[config.mk]
export PLATFORM = sky130hd
export DESIGN_NAME = operand_hazard_ctrl
export DESIGN_NICKNAME = d
export VERILOG_FILES = /design/src/rtl/operand_hazard_ctrl.sv
export SDC_FILE = /design/constraint.sdc
export NUM_CORES = 1
export LEC_CHECK = 0
export ABC_AREA = 1
export BUFFER_PORTS_ARGS = -buffer_cell sky130_fd_sc_hd__buf_4
export CAP_MARGIN = 25
export CORE_MARGIN = 5
export CORE_UTILIZATION = 50
export DETAILED_ROUTE_END_ITERATION = 7
export GPL_TIMING_DRIVEN = 0
export PLACE_DENSITY = 0.85
export SETUP_SLACK_MARGIN = 0.4
export SYNTH_ARGS = -nofsm -noshare
export SYNTH_HDL_FRONTEND = slang
export SYNTH_SLANG_ARGS = --single-unit
[constraint.sdc]
create_clock -name clk -period 5.9 [get_ports clk]
set_clock_uncertainty 0.1 [all_clocks]
set_input_delay 1.18 -clock clk [delete_from_list [all_inputs] [get_ports clk]]
set_output_delay 1.18 -clock clk [all_outputs]
set_load 0.02 [all_outputs]
[src/rtl/operand_hazard_ctrl.sv]
// ID-stage operand controller: forwards EX/MEM/WB results onto the register
// operands, interlocks on load-use hazards and freezes operands under downstream stalls.
module operand_hazard_ctrl #(
    parameter int MAX_STALL = 64,
    parameter int CNT_WIDTH = 32
) (
    input  logic                 clk,
    input  logic                 rst,
    input  logic                 id_valid,
    input  logic                 id_read_en_1,
    input  logic                 id_read_en_2,
    input  logic [4:0]           id_read_addr_1,
    input  logic [4:0]           id_read_addr_2,
    input  logic [31:0]          rf_data_1,
    input  logic [31:0]          rf_data_2,
    input  logic                 ex_write_en,
    input  logic [4:0]           ex_write_addr,
    input  logic [31:0]          ex_result,
    input  logic                 ex_is_load,
    input  logic                 mem_write_en,
    input  logic [4:0]           mem_write_addr,
    input  logic [31:0]          mem_result,
    input  logic                 mem_is_load,
    input  logic                 mem_load_ready,
    input  logic                 wb_write_en,
    input  logic [4:0]           wb_write_addr,
    input  logic [31:0]          wb_result,
    input  logic                 stall_in,
    input  logic                 flush,
    output logic [31:0]          reg_data_1,
    output logic [31:0]          reg_data_2,
    output logic                 stall_req,
    output logic [CNT_WIDTH-1:0] stall_cycles,
    output logic                 stall_timeout
);

    localparam logic [1:0] S_IDLE      = 2'd0;
    localparam logic [1:0] S_INTERLOCK = 2'd1;
    localparam logic [1:0] S_HOLD      = 2'd2;

    localparam logic [8:0]           MAX_STALL_W = 9'(MAX_STALL);
    localparam logic [CNT_WIDTH-1:0] CNT_MAX     = {CNT_WIDTH{1'b1}};

    logic [1:0]           r_state;
    logic [31:0]          r_latch1;
    logic [31:0]          r_latch2;
    logic [7:0]           r_runCount;
    logic [CNT_WIDTH-1:0] r_stallCycles;
    logic                 r_timeout;

    logic        w_use1, w_use2;
    logic        w_exHit1, w_memHit1, w_wbHit1;
    logic        w_exHit2, w_memHit2, w_wbHit2;
    logic        w_haz1, w_haz2, w_hazard;
    logic [31:0] w_fwd1, w_fwd2;
    logic        w_stallReq;
    logic [1:0]  w_nextState;
    logic        w_latchEn;

    // Register zero and unused operands never match a producer, so they read 0 and never stall.
    assign w_use1    = id_read_en_1 && (id_read_addr_1 != 5'd0);
    assign w_use2    = id_read_en_2 && (id_read_addr_2 != 5'd0);
    assign w_exHit1  = w_use1 && ex_write_en  && (ex_write_addr  == id_read_addr_1);
    assign w_memHit1 = w_use1 && mem_write_en && (mem_write_addr == id_read_addr_1);
    assign w_wbHit1  = w_use1 && wb_write_en  && (wb_write_addr  == id_read_addr_1);
    assign w_exHit2  = w_use2 && ex_write_en  && (ex_write_addr  == id_read_addr_2);
    assign w_memHit2 = w_use2 && mem_write_en && (mem_write_addr == id_read_addr_2);
    assign w_wbHit2  = w_use2 && wb_write_en  && (wb_write_addr  == id_read_addr_2);

    // A younger EX producer shadows MEM, so a ready MEM load behind an EX load still stalls.
    assign w_haz1 = (w_exHit1 && ex_is_load) ||
                    (!w_exHit1 && w_memHit1 && mem_is_load && !mem_load_ready);
    assign w_haz2 = (w_exHit2 && ex_is_load) ||
                    (!w_exHit2 && w_memHit2 && mem_is_load && !mem_load_ready);
    assign w_hazard = w_haz1 || w_haz2;

    assign w_stallReq = !rst && id_valid && !flush && w_hazard && (r_state != S_HOLD);

    always_comb begin
        w_fwd1 = 32'd0;
        if (w_use1) begin
            if (w_exHit1)       w_fwd1 = ex_result;
            else if (w_memHit1) w_fwd1 = mem_result;
            else if (w_wbHit1)  w_fwd1 = wb_result;
            else                w_fwd1 = rf_data_1;
        end
    end

    always_comb begin
        w_fwd2 = 32'd0;
        if (w_use2) begin
            if (w_exHit2)       w_fwd2 = ex_result;
            else if (w_memHit2) w_fwd2 = mem_result;
            else if (w_wbHit2)  w_fwd2 = wb_result;
            else                w_fwd2 = rf_data_2;
        end
    end

    always_comb begin
        w_nextState = r_state;
        w_latchEn   = 1'b0;
        if (flush) begin
            w_nextState = S_IDLE;
        end else begin
            case (r_state)
                S_IDLE: begin
                    if (w_stallReq) begin
                        w_nextState = S_INTERLOCK;
                    end else if (id_valid && !w_hazard && stall_in) begin
                        w_nextState = S_HOLD;
                        w_latchEn   = 1'b1;
                    end
                end
                S_INTERLOCK: begin
                    if (!w_stallReq) begin
                        if (stall_in) begin
                            w_nextState = S_HOLD;
                            w_latchEn   = 1'b1;
                        end else begin
                            w_nextState = S_IDLE;
                        end
                    end
                end
                S_HOLD: begin
                    if (!stall_in) w_nextState = S_IDLE;
                end
                default: w_nextState = S_IDLE;
            endcase
        end
    end

    always_ff @(posedge clk) begin
        if (rst) begin
            r_state       <= S_IDLE;
            r_latch1      <= 32'd0;
            r_latch2      <= 32'd0;
            r_runCount    <= 8'd0;
            r_stallCycles <= '0;
            r_timeout     <= 1'b0;
        end else begin
            r_state <= w_nextState;
            if (w_latchEn) begin
                r_latch1 <= w_fwd1;
                r_latch2 <= w_fwd2;
            end
            // Run length clears on any non-stall cycle (flush included) and pins at 255.
            if (w_stallReq) begin
                if (r_runCount != 8'hFF) r_runCount <= r_runCount + 8'd1;
                if (({1'b0, r_runCount} + 9'd1) >= MAX_STALL_W) r_timeout <= 1'b1;
                if (r_stallCycles != CNT_MAX) r_stallCycles <= r_stallCycles + CNT_WIDTH'(1);
            end else begin
                r_runCount <= 8'd0;
            end
        end
    end

    assign reg_data_1    = (r_state == S_HOLD) ? r_latch1 : w_fwd1;
    assign reg_data_2    = (r_state == S_HOLD) ? r_latch2 : w_fwd2;
    assign stall_req     = w_stallReq;
    assign stall_cycles  = r_stallCycles;
    assign stall_timeout = r_timeout;

endmodule

Yosys cells after proc, flatten, opt, wreduce, memory -nomap -nowiden:

Cells that the tools add are included.

* input bits: 198
* register bits: 107
* output and inout port bits: 98
* word-level logic and storage cells: 92

* mux-type cells: 22
* reductions and logical operators: 45
* add/sub/neg operators: 3
* $lt $le $gt $ge: 1
* eq/ne operators: 14
* bitwise logic cells: 1

Operators by type and width (number)
* $mux 32: 10
* $add 32x1->32 const B: 1
* $ne 32x32->1 const B: 1
* $eq 5x5->1: 6
* $logic_and 1x1->1: 28
* $mux 2: 5
* $reduce_bool 5->1: 2
* $add 8x1->9 const B: 1
* $ge 9x7->1 const B: 1
* $add 8x1->8 const B: 1
* $ne 8x8->1 const B: 1
* $logic_not 1->1: 6
* $ne 2x2->1 const B: 3
* $pmux 2 s3: 1
* $mux 1: 5
* $reduce_and 2->1: 2
* $reduce_or 2->1: 2
* $logic_or 1x1->1: 3
* $ne 3x3->1 const B: 1
* $reduce_and 3->1: 1
* $eq 2x1->1 const B: 1
* $eq 2x2->1 const B: 1
* $logic_not 2->1: 1
* $pmux 1 s2: 1
* $not 1->1: 1

Longest topological paths before layout:

* word-level depth: 17
* mapped depth: 16
* depth with buffers taken out: 15

Worst setup path after synthesis:

Ideal clock, no wire load.

* kind: input to output
* start point: input port id_read_addr_1[3]
* end point: output port reg_data_1[11]
* arrival time: 2910 ps
* stages: 11
* path buffers: 2
* setup slack: 1710 ps
* required time: 4620 ps
* path through: inv_2 nand3_1 o21ai_2 inv_2 buf_2 nand3_2 clkbuf_1 o211ai_1 nand3_1 nand2_1 o21ai_0

* cells in the longest elaborated chain, start to end: 9
* elaborated cells between the ends (all ways): 16
* classes of those cells: eq/ne (3); mux (5); reduce/logical (8)

Ends and longest elaborated chain
* from (decl): line 12 `input logic [4:0] id_read_addr_1,`
* $reduce_bool 5->1: line 61 `assign w_use1 = id_read_en_1 && (id_read_addr_1 != 5'd0);`
* $logic_and 1x1->1: line 61
* $logic_and 1x1->1 (2 in series): line 65 `assign w_wbHit1 = w_use1 && wb_write_en && (wb_write_addr == id_read_addr_1);`
* $mux 32: line 84 `else if (w_wbHit1) w_fwd1 = wb_result;`
* $mux 32: line 83 `else if (w_memHit1) w_fwd1 = mem_result;`
* $mux 32: line 82 `if (w_exHit1) w_fwd1 = ex_result;`
* $mux 32 (*): line 81 `if (w_use1) begin`
* $mux 32 (*): line 157 `assign reg_data_1 = (r_state == S_HOLD) ? r_latch1 : w_fwd1;`
* to (decl): line 30 `output logic [31:0] reg_data_1,`

Every way passes the cells marked *; elsewhere a longest branch is shown, timed or not.

Final worst setup path:

* start point: input port id_read_addr_1[2]
* end point: output port reg_data_1[22]

The elaborated chain is that of the path after synthesis.

==> flow_metrics.py <==
metrics = {
    "power_and_ir_drop": {
        "combinationalPowerShare": 0.286,
        "pwr-share-seq": 0.380,
        "peakVddDrop_v": 0.000220,
        "pwr-share-clk": 0.334,
        "power.switching_uw": 683,
        "p_sw_frac": 0.343,
        "total_leakage_power_uw": 0.00618,
        "power.density_nw_per_um2": 167,
        "power.internal_uw": 1310,
    },
    "worst_setup_path": {
        "crit_start": "id_read_addr_1[2]",
        "critPathMaxFanout": 10,
        "cp-end-kind": "output port",
        "crit_slowest_cell": "clkbuf_1",
        "slowest_delay_ps": 530,
        "crit_type": "primary input to output port",
        "critPathArrivalTime_ps": 4110,
        "r2r_end": "stall_cycles[12]$_SDFFE_PP0P_",
        "critPathTopFamily": "buffers and inverters",
        "cp-start-kind": "primary input",
        "required_ps": 4620,
        "regToRegSetupSlack_ps": 3110,
        "worstPathCellList": "buf_4 > inv_2 > nand3_1 > o21ai_2 > inv_2 > buf_2 > nand3_2 > clkbuf_1 > o211ai_1 > nand3_1 > nand2_1 > o21ai_0 > buf_4",
        "cp.depth": 13,
        "rr_worst_depth": 10,
        "r2r-start": "stall_cycles[0]$_SDFFE_PP0P_",
        "crit_buf_inv": 6,
    },
    "global_route": {
        "grt_pass1_vias": 11600,
        "grtUsageMet3": 0.101,
        "top_usage_layer": "met2",
        "grt_max_degree": 21,
        "grt_antenna_before_repair": 0,
        "track_usage": 0.377,
        "grtUsageMet1": 0.486,
        "gr-total-overflow": 0,
        "grt_pass1_wl_um": 63800,
        "grt_util_met2": 0.595,
    },
    "die": {
        "die_h_um": 145,
        "initial_core_util": 0.507,
        "dieArea_um2": 21000,
        "io_pins": 296,
        "rows": 49,
        "core_um2": 18000,
        "die-width_um": 145,
    },
    "synthesis": {
        "seq_area_frac_synth": 0.235,
        "synthCells": 1689,
        "synth_largest_area_cell": "dfxtp_1",
        "netlist_area_um2": 9110,
        "synth.area.top_cells": "dfxtp_1, nand2_1, nor2_1",
        "synth_warnings": 0,
        "synth_cell_type_count": 33,
        "synth_fp_nets": 1890,
        "synth_enable_flop_cells": 0,
        "syn_avg_cell_area_um2": 5.39,
        "synth_top_area_share": 0.235,
        "ys_async_sr_fraction": 0,
        "synth_ff_type": "dfxtp_1",
        "synth-seq-cells": 107,
        "synthMostInstantiatedCell": "nand2_1",
        "synth_common_cells": "nand2_1, nor2_1, inv_1",
    },
    "placed_design": {
        "gp_congestion": 0.995,
        "post_dp_cell_area_um2": 11600,
        "port_buffers": 294,
        "post-place-ws_ps": 713,
        "dp_cells": 2212,
        "dp.final_hpwl_um": 33900,
    },
    "cts": {
        "cts_tree": "built",
        "clockBufferDepth": 2,
        "h-tree-depth": 3,
        "cts_made_buffers": 9,
        "clk_pin_slew_worst_paths_ps": 80,
        "post_cts_buffers": 0,
        "worstSkewPairLatency_ps": 360,
        "ctsResizeCount": 0,
        "root_buffer": "clkbuf_16",
        "hold_buffers": 0,
        "clock-sinks": 107,
    },
    "min_path": {
        "hp-start": "r_state[1]$_SDFFE_PP0P_",
        "min_to": "r_state[0]$_SDFFE_PP0P_",
        "holdPathStages": 1,
        "hold_path_class": "flip-flop to flip-flop",
    },
    "routing": {
        "wirelength_um": 42300,
        "avgViaCountPerCell": 5.59,
        "drtIter0Drc": 1480,
        "drc": 0,
        "routedWlPerCell_um": 19.0,
        "antenna_left": 0,
        "via_count": 12500,
        "first_pass_iters": 5,
    },
    "sta": {
        "slew_violations": 0,
        "period_minus_slack_ps": 5390,
        "fin_ws_ps": 506,
        "final-setup-viol-count": 0,
        "rsz0062_at_grt": "no",
        "slew_headroom": 0.411,
        "tns_ps": 0,
        "clock.fmax_mhz": 185,
        "period_share": 0.914,
        "tightest_slew_ps": 883,
        "hold_violations": 0,
    },
    "outcome": {
        "run_status": "complete, no violations",
    },
    "layout": {
        "antenna_cells": 0,
        "finalInstanceArea_um2": 11900,
        "area_growth_pct": 30.9,
        "drive_gt1_frac": 0.178,
        "fin_nets": 2195,
        "layout.cells.non_filler": 2228,
    },
    "job": {
        "max_cap_viol_count": 0,
    },
}
kinds of logic after synthesis:
logic type / synth area share
AO/OA/AOI/OAI: 0.107
XOR/XNOR: 0.0414
adder cells (fa/ha/maj): 0.00412
buffers and inverters: 0.138
flip-flops: 0.235
AND/OR/NAND/NOR: 0.474
worst max-delay path by stage:
stage	endpoint	slack, ps
3_5_place_dp	reg_data_1[5]	710
4_1_cts	reg_data_1[22]	680
6_report	reg_data_1[22]	510
2_1_floorplan	reg_data_1[11]	1710
5_1_grt	reg_data_1[5]	460
3_3_place_gp	reg_data_1[5]	730
cell type report:
| type | instances | area, um^2 |
|---|---|---|
| inverters | 219 | 822 |
| clock buffers | 9 | 225 |
| fillers | 1767 | 6050 |
| repair buffers | 294 | 2210 |
| clock inverters | 7 | 92.6 |
| flip-flops and latches | 107 | 2140 |
| multi-input cells | 1261 | 5710 |
| well taps | 229 | 287 |
| plain buffers | 102 | 433 |
per-stage QoR:
stage	hold slack, ps	utilization	total power (uW)
6_report	377	0.663	1990
4_1_cts	378	0.663	1970
3_3_place_gp	345	0.646	1320
3_5_place_dp	360	0.646	1320
2_1_floorplan	333	-	1050
5_1_grt	419	0.663	2060
flip-flops by register name, indices dropped and copies added, names as in the netlist:
register,flops
r_latch1,32
r_latch2,32
r_runCount,8
r_state,2
stall_cycles,32
stall_timeout,1
power by group through the flow:
stage | logic, uW | registers, uW | clock network (uW)
after CTS | 553 | 757 | 663
final | 570 | 758 | 665
after global routing | 611 | 761 | 693
after floorplan | 275 | 771 | 0
after global placement | 545 | 773 | 0
after detailed placement | 550 | 774 | 0
routing by layer:
layer,share of wire,vias to the layer above,wire length [um]
met3,0.13,131,5490
li1,-,5903,-
met1,0.38,5583,16000
met4,0.048,0,2010
met5,0,-,0
met2,0.44,847,18700
cell usage in the layout (no fill, tap or decap), drive strengths merged, types with 24 or more instances in the layout:
cell type / instances
a21oi: 67
buf: 326
clkbuf: 79
dfxtp: 107
inv: 224
nand2: 514
nand3: 179
nand4: 40
nor2: 274
nor3: 24
o211ai: 34
o21ai: 70
xor2: 25
Note: power is estimated with default switching activity, not from simulation.
